[src/rtl/core_fetch.sv]
// core_fetch: instruction fetch stage of the MCPC core.
// Issues one outstanding read per instruction at the PC supplied by the
// register file, pulses pc_inc when the read completes, and holds the
// fetched word for the decoder behind a valid/ready handshake. Handles
// flush (PC rewrite), halt and a sticky bus-timeout fault.
module core_fetch #(
  parameter int unsigned TIMEOUT_CYCLES = 255
) (
  input  logic        clk,
  input  logic        rst,
  input  logic [15:0] pc_in,
  input  logic        flush,
  input  logic        halt,
  output logic        mem_req,
  output logic [15:0] mem_addr,
  input  logic        mem_ack,
  input  logic [15:0] mem_rdata,
  output logic        pc_inc,
  output logic [15:0] instr_out,
  output logic [15:0] instr_pc,
  output logic        instr_valid,
  input  logic        instr_ready,
  output logic        fault
);

  typedef enum logic [2:0] {
    S_IDLE  = 3'd0,
    S_REQ   = 3'd1,
    S_DROP  = 3'd2,
    S_FULL  = 3'd3,
    S_FAULT = 3'd4
  } state_t;

  // Timeout limit widened by one bit so the incremented counter never
  // aliases; a zero limit disables the check entirely.
  localparam logic [16:0] TO_LIMIT = 17'(TIMEOUT_CYCLES);
  localparam bit          TO_EN    = (TIMEOUT_CYCLES != 0);

  state_t      r_state;
  state_t      w_state_nxt;
  logic [15:0] r_mem_addr;
  logic [15:0] r_instr_out;
  logic [15:0] r_instr_pc;
  logic [15:0] r_wait_cnt;

  logic        w_load_addr;
  logic        w_capture;
  logic        w_cnt_clr;
  logic        w_cnt_inc;
  logic        w_pc_inc;
  logic        w_timeout;
  logic [16:0] w_cnt_plus1;

  assign w_cnt_plus1 = {1'b0, r_wait_cnt} + 17'd1;

  // Next-state and per-cycle control decode.
  always_comb begin
    w_state_nxt = r_state;
    w_load_addr = 1'b0;
    w_capture   = 1'b0;
    w_cnt_clr   = 1'b0;
    w_cnt_inc   = 1'b0;
    w_pc_inc    = 1'b0;
    w_timeout   = TO_EN && (w_cnt_plus1 == TO_LIMIT);

    case (r_state)
      S_IDLE: begin
        if (!halt) begin
          w_load_addr = 1'b1;
          w_cnt_clr   = 1'b1;
          w_state_nxt = S_REQ;
        end
      end

      S_REQ: begin
        if (mem_ack) begin
          if (!flush) begin
            w_capture   = 1'b1;
            w_pc_inc    = 1'b1;
            w_state_nxt = S_FULL;
          end else begin
            // Data arrived for a PC that is being overwritten: drop it.
            w_state_nxt = S_IDLE;
          end
        end else if (w_timeout) begin
          w_state_nxt = S_FAULT;
        end else if (flush) begin
          // The request cannot be withdrawn; wait out its ack in DROP.
          w_cnt_clr   = 1'b1;
          w_state_nxt = S_DROP;
        end else begin
          w_cnt_inc = 1'b1;
        end
      end

      S_DROP: begin
        if (mem_ack) begin
          w_state_nxt = S_IDLE;
        end else if (w_timeout) begin
          w_state_nxt = S_FAULT;
        end else begin
          w_cnt_inc = 1'b1;
        end
      end

      S_FULL: begin
        // Flush has priority over a decoder accept.
        if (flush) begin
          w_state_nxt = S_IDLE;
        end else if (instr_ready) begin
          if (halt) begin
            w_state_nxt = S_IDLE;
          end else begin
            // pc_in already carries the increment issued when we left REQ.
            w_load_addr = 1'b1;
            w_cnt_clr   = 1'b1;
            w_state_nxt = S_REQ;
          end
        end
      end

      S_FAULT: begin
        w_state_nxt = S_FAULT;
      end

      default: begin
        w_state_nxt = S_IDLE;
      end
    endcase
  end

  // State register; reset abandons any outstanding request immediately.
  always_ff @(posedge clk) begin
    if (rst) begin
      r_state <= S_IDLE;
    end else begin
      r_state <= w_state_nxt;
    end
  end

  // Wait counter for the outstanding read.
  always_ff @(posedge clk) begin
    if (rst) begin
      r_wait_cnt <= 16'd0;
    end else if (w_cnt_clr) begin
      r_wait_cnt <= 16'd0;
    end else if (w_cnt_inc) begin
      r_wait_cnt <= w_cnt_plus1[15:0];
    end
  end

  // Request address: changes only when a new request is about to start.
  always_ff @(posedge clk) begin
    if (rst) begin
      r_mem_addr <= 16'd0;
    end else if (w_load_addr) begin
      r_mem_addr <= pc_in;
    end
  end

  // Instruction buffer and its fetch address.
  always_ff @(posedge clk) begin
    if (rst) begin
      r_instr_out <= 16'd0;
      r_instr_pc  <= 16'd0;
    end else if (w_capture) begin
      r_instr_out <= mem_rdata;
      r_instr_pc  <= r_mem_addr;
    end
  end

  assign mem_req     = (r_state == S_REQ) || (r_state == S_DROP);
  assign mem_addr    = r_mem_addr;
  assign pc_inc      = w_pc_inc;
  assign instr_out   = r_instr_out;
  assign instr_pc    = r_instr_pc;
  assign instr_valid = (r_state == S_FULL);
  assign fault       = (r_state == S_FAULT);

endmodule

[config.mk]
export PLATFORM = sky130hd
export DESIGN_NAME = core_fetch
export DESIGN_NICKNAME = d
export VERILOG_FILES = /design/src/rtl/core_fetch.sv
export SDC_FILE = /design/constraint.sdc
export NUM_CORES = 1
export LEC_CHECK = 0
export BUFFER_PORTS_ARGS = -buffer_cell sky130_fd_sc_hd__buf_2
export CAP_MARGIN = 20
export CORE_MARGIN = 1.5
export CORE_UTILIZATION = 46
export DETAILED_ROUTE_END_ITERATION = 10
export GPL_TIMING_DRIVEN = 0
export MAX_ROUTING_LAYER = met4
export PLACE_DENSITY = 0.75
export SETUP_SLACK_MARGIN = 0.2
export SLEW_MARGIN = 20
export SYNTH_ARGS = -nofsm -noshare
export SYNTH_HDL_FRONTEND = slang
export SYNTH_SLANG_ARGS = --single-unit
[constraint.sdc]
create_clock -name clk -period 2.67 [get_ports clk]
set_input_delay 0.534 -clock clk [delete_from_list [all_inputs] [get_ports clk]]
set_output_delay 0.534 -clock clk [all_outputs]
set_load 0.02 [all_outputs]
-- Word level (Yosys, flattened, before mapping)
Cells that the tools add are included.
- word-level logic and storage cells: 46
- register bits: 67
- input bits: 38
- equality and inequality tests: 9
- add/sub/neg operators: 1
- muxes and demuxes: 27
- reduce and logical (&&, ||, !) cells: 4
- operators by type and width (operator ; number):
    $mux 3 ; 8
    $add 16x1->17 const B ; 1
    $eq 17x8->1 const B ; 1
    $pmux 3 s5 ; 1
    $mux 1 ; 14
    $eq 3x2->1 const B ; 2
    $ne 4x4->1 const B ; 1
    $pmux 1 s2 ; 2
    $reduce_and 4->1 ; 1
    $eq 3x1->1 const B ; 1
    $eq 3x3->1 const B ; 1
    $logic_not 3->1 ; 1
    $ne 3x2->1 const B ; 1
    $ne 3x3->1 const B ; 1
    $pmux 1 s3 ; 1
    $mux 2 ; 1
    $ne 2x2->1 const B ; 1
    $reduce_or 2->1 ; 1
    $logic_or 1x1->1 ; 1

-- Longest topological paths before layout
- depth after elaboration: 6
- gate-level depth with buffers: 10

-- Least setup slack after synthesis
OpenSTA, ideal clock, no wires.
- path kind: register to register
- start point: register r_wait_cnt[7]
- end point: register r_state[0]
- buffers on the path: 1
- setup time: 0.115 ns
- slack: -0.077 ns
- stages on the path, launching flop included: 9
- arrival time: 2.633 ns
- path through: dfxtp_1 nand3_1 or4_4 xnor2_1 or4_4 a2111oi_4 buf_4 nor3_1 o21a_1
- word-level cells in the longest chain between the ends: 5
- ends and longest elaborated chain (element ; line ; text):
    start, declared ; 44 ; logic [15:0] r_wait_cnt;
    start signal, assigned ; 148 ; r_wait_cnt <= w_cnt_plus1[15:0];
    $add 16x1->17 * ; 54 ; assign w_cnt_plus1 = {1'b0, r_wait_cnt} + 17'd1;
    $eq 17x8->1 * ; 64 ; w_timeout = TO_EN && (w_cnt_plus1 == TO_LIMIT);
    $mux 3 ; 85 ; end else if (w_timeout) begin
    $mux 3 ; 76 ; if (mem_ack) begin
    $pmux 3 s5 ; 66 ; case (r_state)
    end signal, assigned ; 137 ; r_state <= w_state_nxt;
    end, declared ; 39 ; state_t r_state;
Mark *: on every way between the ends. The rest lies on a longest branch, timed or not.
A chain may end at the register's enable or synchronous reset.

-- Final worst setup path
- start point: register r_wait_cnt[0]
- end point: register r_wait_cnt[7]
- word-level cells in the longest chain between the ends: 6
- ends and longest elaborated chain (element ; line):
    $add 16x1->17 * ; 54
    $eq 17x8->1 ; 64
    $mux 1 ; 85
    $mux 1 ; 76
    $pmux 1 s3 ; 66
    $reduce_or 2->1 (no source line) ; --
Marks and branches as above.

==> impl_metrics.py <==
metrics = {
    "run_status": {
        "status": "completed",
    },
    "hold_path": {
        "min_to": "mem_addr[11]$_SDFFE_PP0P_",
        "hold_start": "pc_in[11]",
        "hold_class": "in -> reg",
        "hold_path_depth": 3,
    },
    "power": {
        "finalPower_mw": 2.18,
        "seq_power_share_pct": 47.7,
        "combPwrFrac_pct": 13.0,
        "p_sw_share_pct": 27.1,
        "intPower_mw": 1.59,
        "vdd_ir_drop_max_mv": 0.409,
        "power.switching_mw": 0.591,
        "power_density_nw_per_um2": 523,
        "p_leak_nw": 1.79,
        "pwr-share-clk_pct": 39.3,
    },
    "grt": {
        "grt_use_total_pct": 25.6,
        "grt_pass1_wl_um": 14100,
        "antenna_found_initial": 0,
        "grt_overflow_total": 0,
        "grt_max_degree": 13,
        "first_global_vias": 3054,
    },
    "sta": {
        "hold_viol": 0,
        "period_share_pct": 99.6,
        "finClkSkew_ns": 0.0106,
        "setup_viol": 0,
        "worstMarginPinSlew_ns": 0.601,
        "fin_hold_ws_ns": 0.422,
        "rsz0062_at_grt": "yes",
        "slew_headroom_pct": 59.9,
        "layout_setup_ws_ns": 0.00982,
        "fin_setup_tns_ns": 0,
        "timing.fmax_mhz": 376,
        "maxSlewViolCount": 0,
        "period_minus_slack_ns": 2.66,
    },
    "floorplanning": {
        "ios": 90,
        "initial_core_util_pct": 47.1,
        "die-area_sq_um": 6960,
        "num_rows": 29,
        "core_area_sq_um": 6310,
        "die_h_um": 83.4,
        "die_w_um": 83.4,
    },
    "clock_tree": {
        "clkSinkCount": 67,
        "insertion_delay_ns": 0.34,
        "cts_tree": "done",
        "clkTransAtPathRegs_ns": 0.08,
        "cts.path.max_buffers": 2,
        "htreeDepth": 3,
        "cts_root_buf": "clkbuf_8",
        "cts_buffers": 9,
    },
    "logic_synthesis": {
        "synth_area_per_cell_sq_um": 8.24,
        "syn_area_sq_um": 2980,
        "syn_inst": 361,
        "ys_seq_elements": 67,
        "synth_seq_area_share_pct": 45.1,
        "synth_warnings": 0,
        "ys_types": 42,
        "synth_nets": 401,
    },
    "critical_path": {
        "rrSetupSlack_ns": 0.01,
        "arrival_ns": 2.93,
        "path_max_fanout": 6,
        "critPathLaunchType": "flip-flop",
        "cp_slowest_stage_delay_ns": 0.56,
        "endpoint_kind": "flip-flop",
        "worstPathRequired_ns": 2.94,
        "r2r_end": "r_wait_cnt[7]$_SDFFE_PP0P_",
        "worstSetupPathType": "reg -> reg",
        "crit_chain": "nand3_4 -> or4_4 -> xnor2_2 -> or4_4 -> a2111oi_4 -> buf_6 -> buf_8 -> buf_8 -> o31ai_1 -> a21oi_2",
        "r2r_start": "r_wait_cnt[0]$_SDFFE_PP0P_",
        "slowest_stage": "or4_4",
        "r2r.worst_path.cells": 10,
        "worstSetupStartpoint": "r_wait_cnt[0]$_SDFFE_PP0P_",
    },
    "routing": {
        "dr.pass1.iters": 5,
        "drc_errors": 0,
        "wl_um": 8780,
        "wl_per_cell_um": 15.4,
        "dr_total_vias": 3152,
        "drtAntennaViolNets": 0,
        "drtIter0Drc": 155,
        "viasPerCell": 5.51,
    },
    "final_layout": {
        "drive_above_1_share_pct": 36.6,
        "area_growth_pct": 40.4,
        "diodes": 0,
        "post-route-util_pct": 66.2,
        "layoutNonFillerInstCount": 572,
        "final_cell_mix": "90 x buf_2, 75 x nand2_1, 55 x dfxtp_1",
        "fin_area_sq_um": 4180,
        "num-nets-final": 530,
        "layout_commonest_cell": "buf_2",
    },
    "place": {
        "placed_cells": 527,
        "place_ws_ns": -0.189,
        "routabilityCongestion": 0.845,
        "dp_hpwl_um": 5670,
        "portBuffers": 89,
        "detailed_place.area_sq_um": 3570,
    },
    "flow_run": {
        "drv_cap": 0,
    },
}
-- critical path, delay by kind of cell (launching register included) --
family	cells	cell delay [ns]
simple gates	3	1.16
compound gates	3	0.45
buf+inv	3	0.43
flops	1	0.38
xor+xnor	1	0.16
-- flip-flops by register name, summed over array words and instances (netlist names) --
name and cells:
instr_out 16, instr_pc 16, mem_addr 16, r_state 3
r_wait_cnt 16
-- routing by layer --
metal | global-route usage (%) | vias to the layer above | wire, um
met4 | 10.6 | 0 | 200
met1 | 31.7 | 1483 | 3710
li1 | - | 1513 | -
met2 | 40.5 | 134 | 4290
met3 | 6.06 | 22 | 585
met5 | - | - | 0
-- cells by family (layout without fill, tap and decap cells) --
group                    count (synthesis)  count (layout)  synth area share (%)
buffers and inverters                   27             161                  4.16
XOR/XNOR                                 8               8                  2.36
AND/OR/NAND/NOR                        163             163                  25.9
adder cells (fa/ha/maj)                  2               2                 0.841
AO/OA/AOI/OAI                           77              77                  15.9
flip-flops                              67              67                  45.1
multiplexers                            17              17                  5.72
-- worst max path at each step --
stage / end / slack (ns)
2_1_floorplan: r_wait_cnt[7]$_SDFFE_PP0P_ / 0.12
3_3_place_gp: r_wait_cnt[10]$_SDFFE_PP0P_ / -0.15
3_5_place_dp: r_wait_cnt[7]$_SDFFE_PP0P_ / -0.19
4_1_cts: r_wait_cnt[7]$_SDFFE_PP0P_ / -0.02
5_1_grt: r_wait_cnt[14]$_SDFFE_PP0P_ / -0.07
6_report: r_wait_cnt[7]$_SDFFE_PP0P_ / 0.01
-- synthesized netlist by cell type --
library cell	number	area share [%]
nor4bb_1	1	0.34
o21ai_1	4	0.67
or4_1	9	2.3
a2111oi_4	1	0.93
clkbuf_1	14	1.8
o41ai_1	1	0.29
and4_1	1	0.29
a311oi_1	1	0.29
o221a_2	1	0.38
o21a_1	1	0.25
a21oi_1	51	8.6
nand4_2	1	0.42
xnor2_1	5	1.5
or2_2	2	0.42
and3_1	3	0.63
or3_1	5	1.1
or4b_1	1	0.34
or4_4	2	0.76
nand4_1	3	0.63
a211oi_1	1	0.25
a31oi_1	2	0.42
buf_4	1	0.25
nand4b_1	1	0.29
mux2i_1	17	5.7
nor3_1	5	0.84
o21ai_0	4	0.67
nor2_1	36	4.5
nand2_1	75	9.5
ha_1	2	0.84
nor4_2	1	0.42
o311ai_4	1	0.88
clkinv_1	1	0.13
inv_1	6	0.76
o31ai_1	9	2.3
buf_2	3	0.50
buf_6	2	0.76
nand3_1	11	1.9
nor2b_1	1	0.21
nand2b_1	2	0.42
xor2_1	3	0.88
nand3b_1	3	0.76
dfxtp_1	67	45
-- power by group through the flow --
| stage | registers [mW] | logic, mW | clock network (mW) |
|---|---|---|---|
| after floorplan | 1.10 | 0.129 | 0 |
| after global placement | 1.07 | 0.248 | 0 |
| after detailed placement | 1.07 | 0.253 | 0 |
| after CTS | 1.04 | 0.272 | 0.879 |
| after global routing | 1.04 | 0.306 | 0.914 |
| final | 1.04 | 0.283 | 0.859 |
-- cell type report --
cell class / instances / area (sq um)
plain buffers: 20 / 144
repair buffers: 118 / 701
multi-input cells: 267 / 1630
clock inverters: 5 / 61.3
fillers: 518 / 2140
well taps: 77 / 96.3
clock buffers: 11 / 141
inverters: 7 / 28.8
flip-flops and latches: 67 / 1380
-- what timing repair did --
action / CTS / global route
hold buffers: 0 / 0
resized for setup: 33 / 17
gates cloned: 2 / 1
endpoints found under the hold margin: 0 / 0
setup endpoints to repair: 20 / 30
pin swaps: 2 / 5
buffers inserted: 18 / 8
No activity file was read; power rests on OpenSTA's default activity.
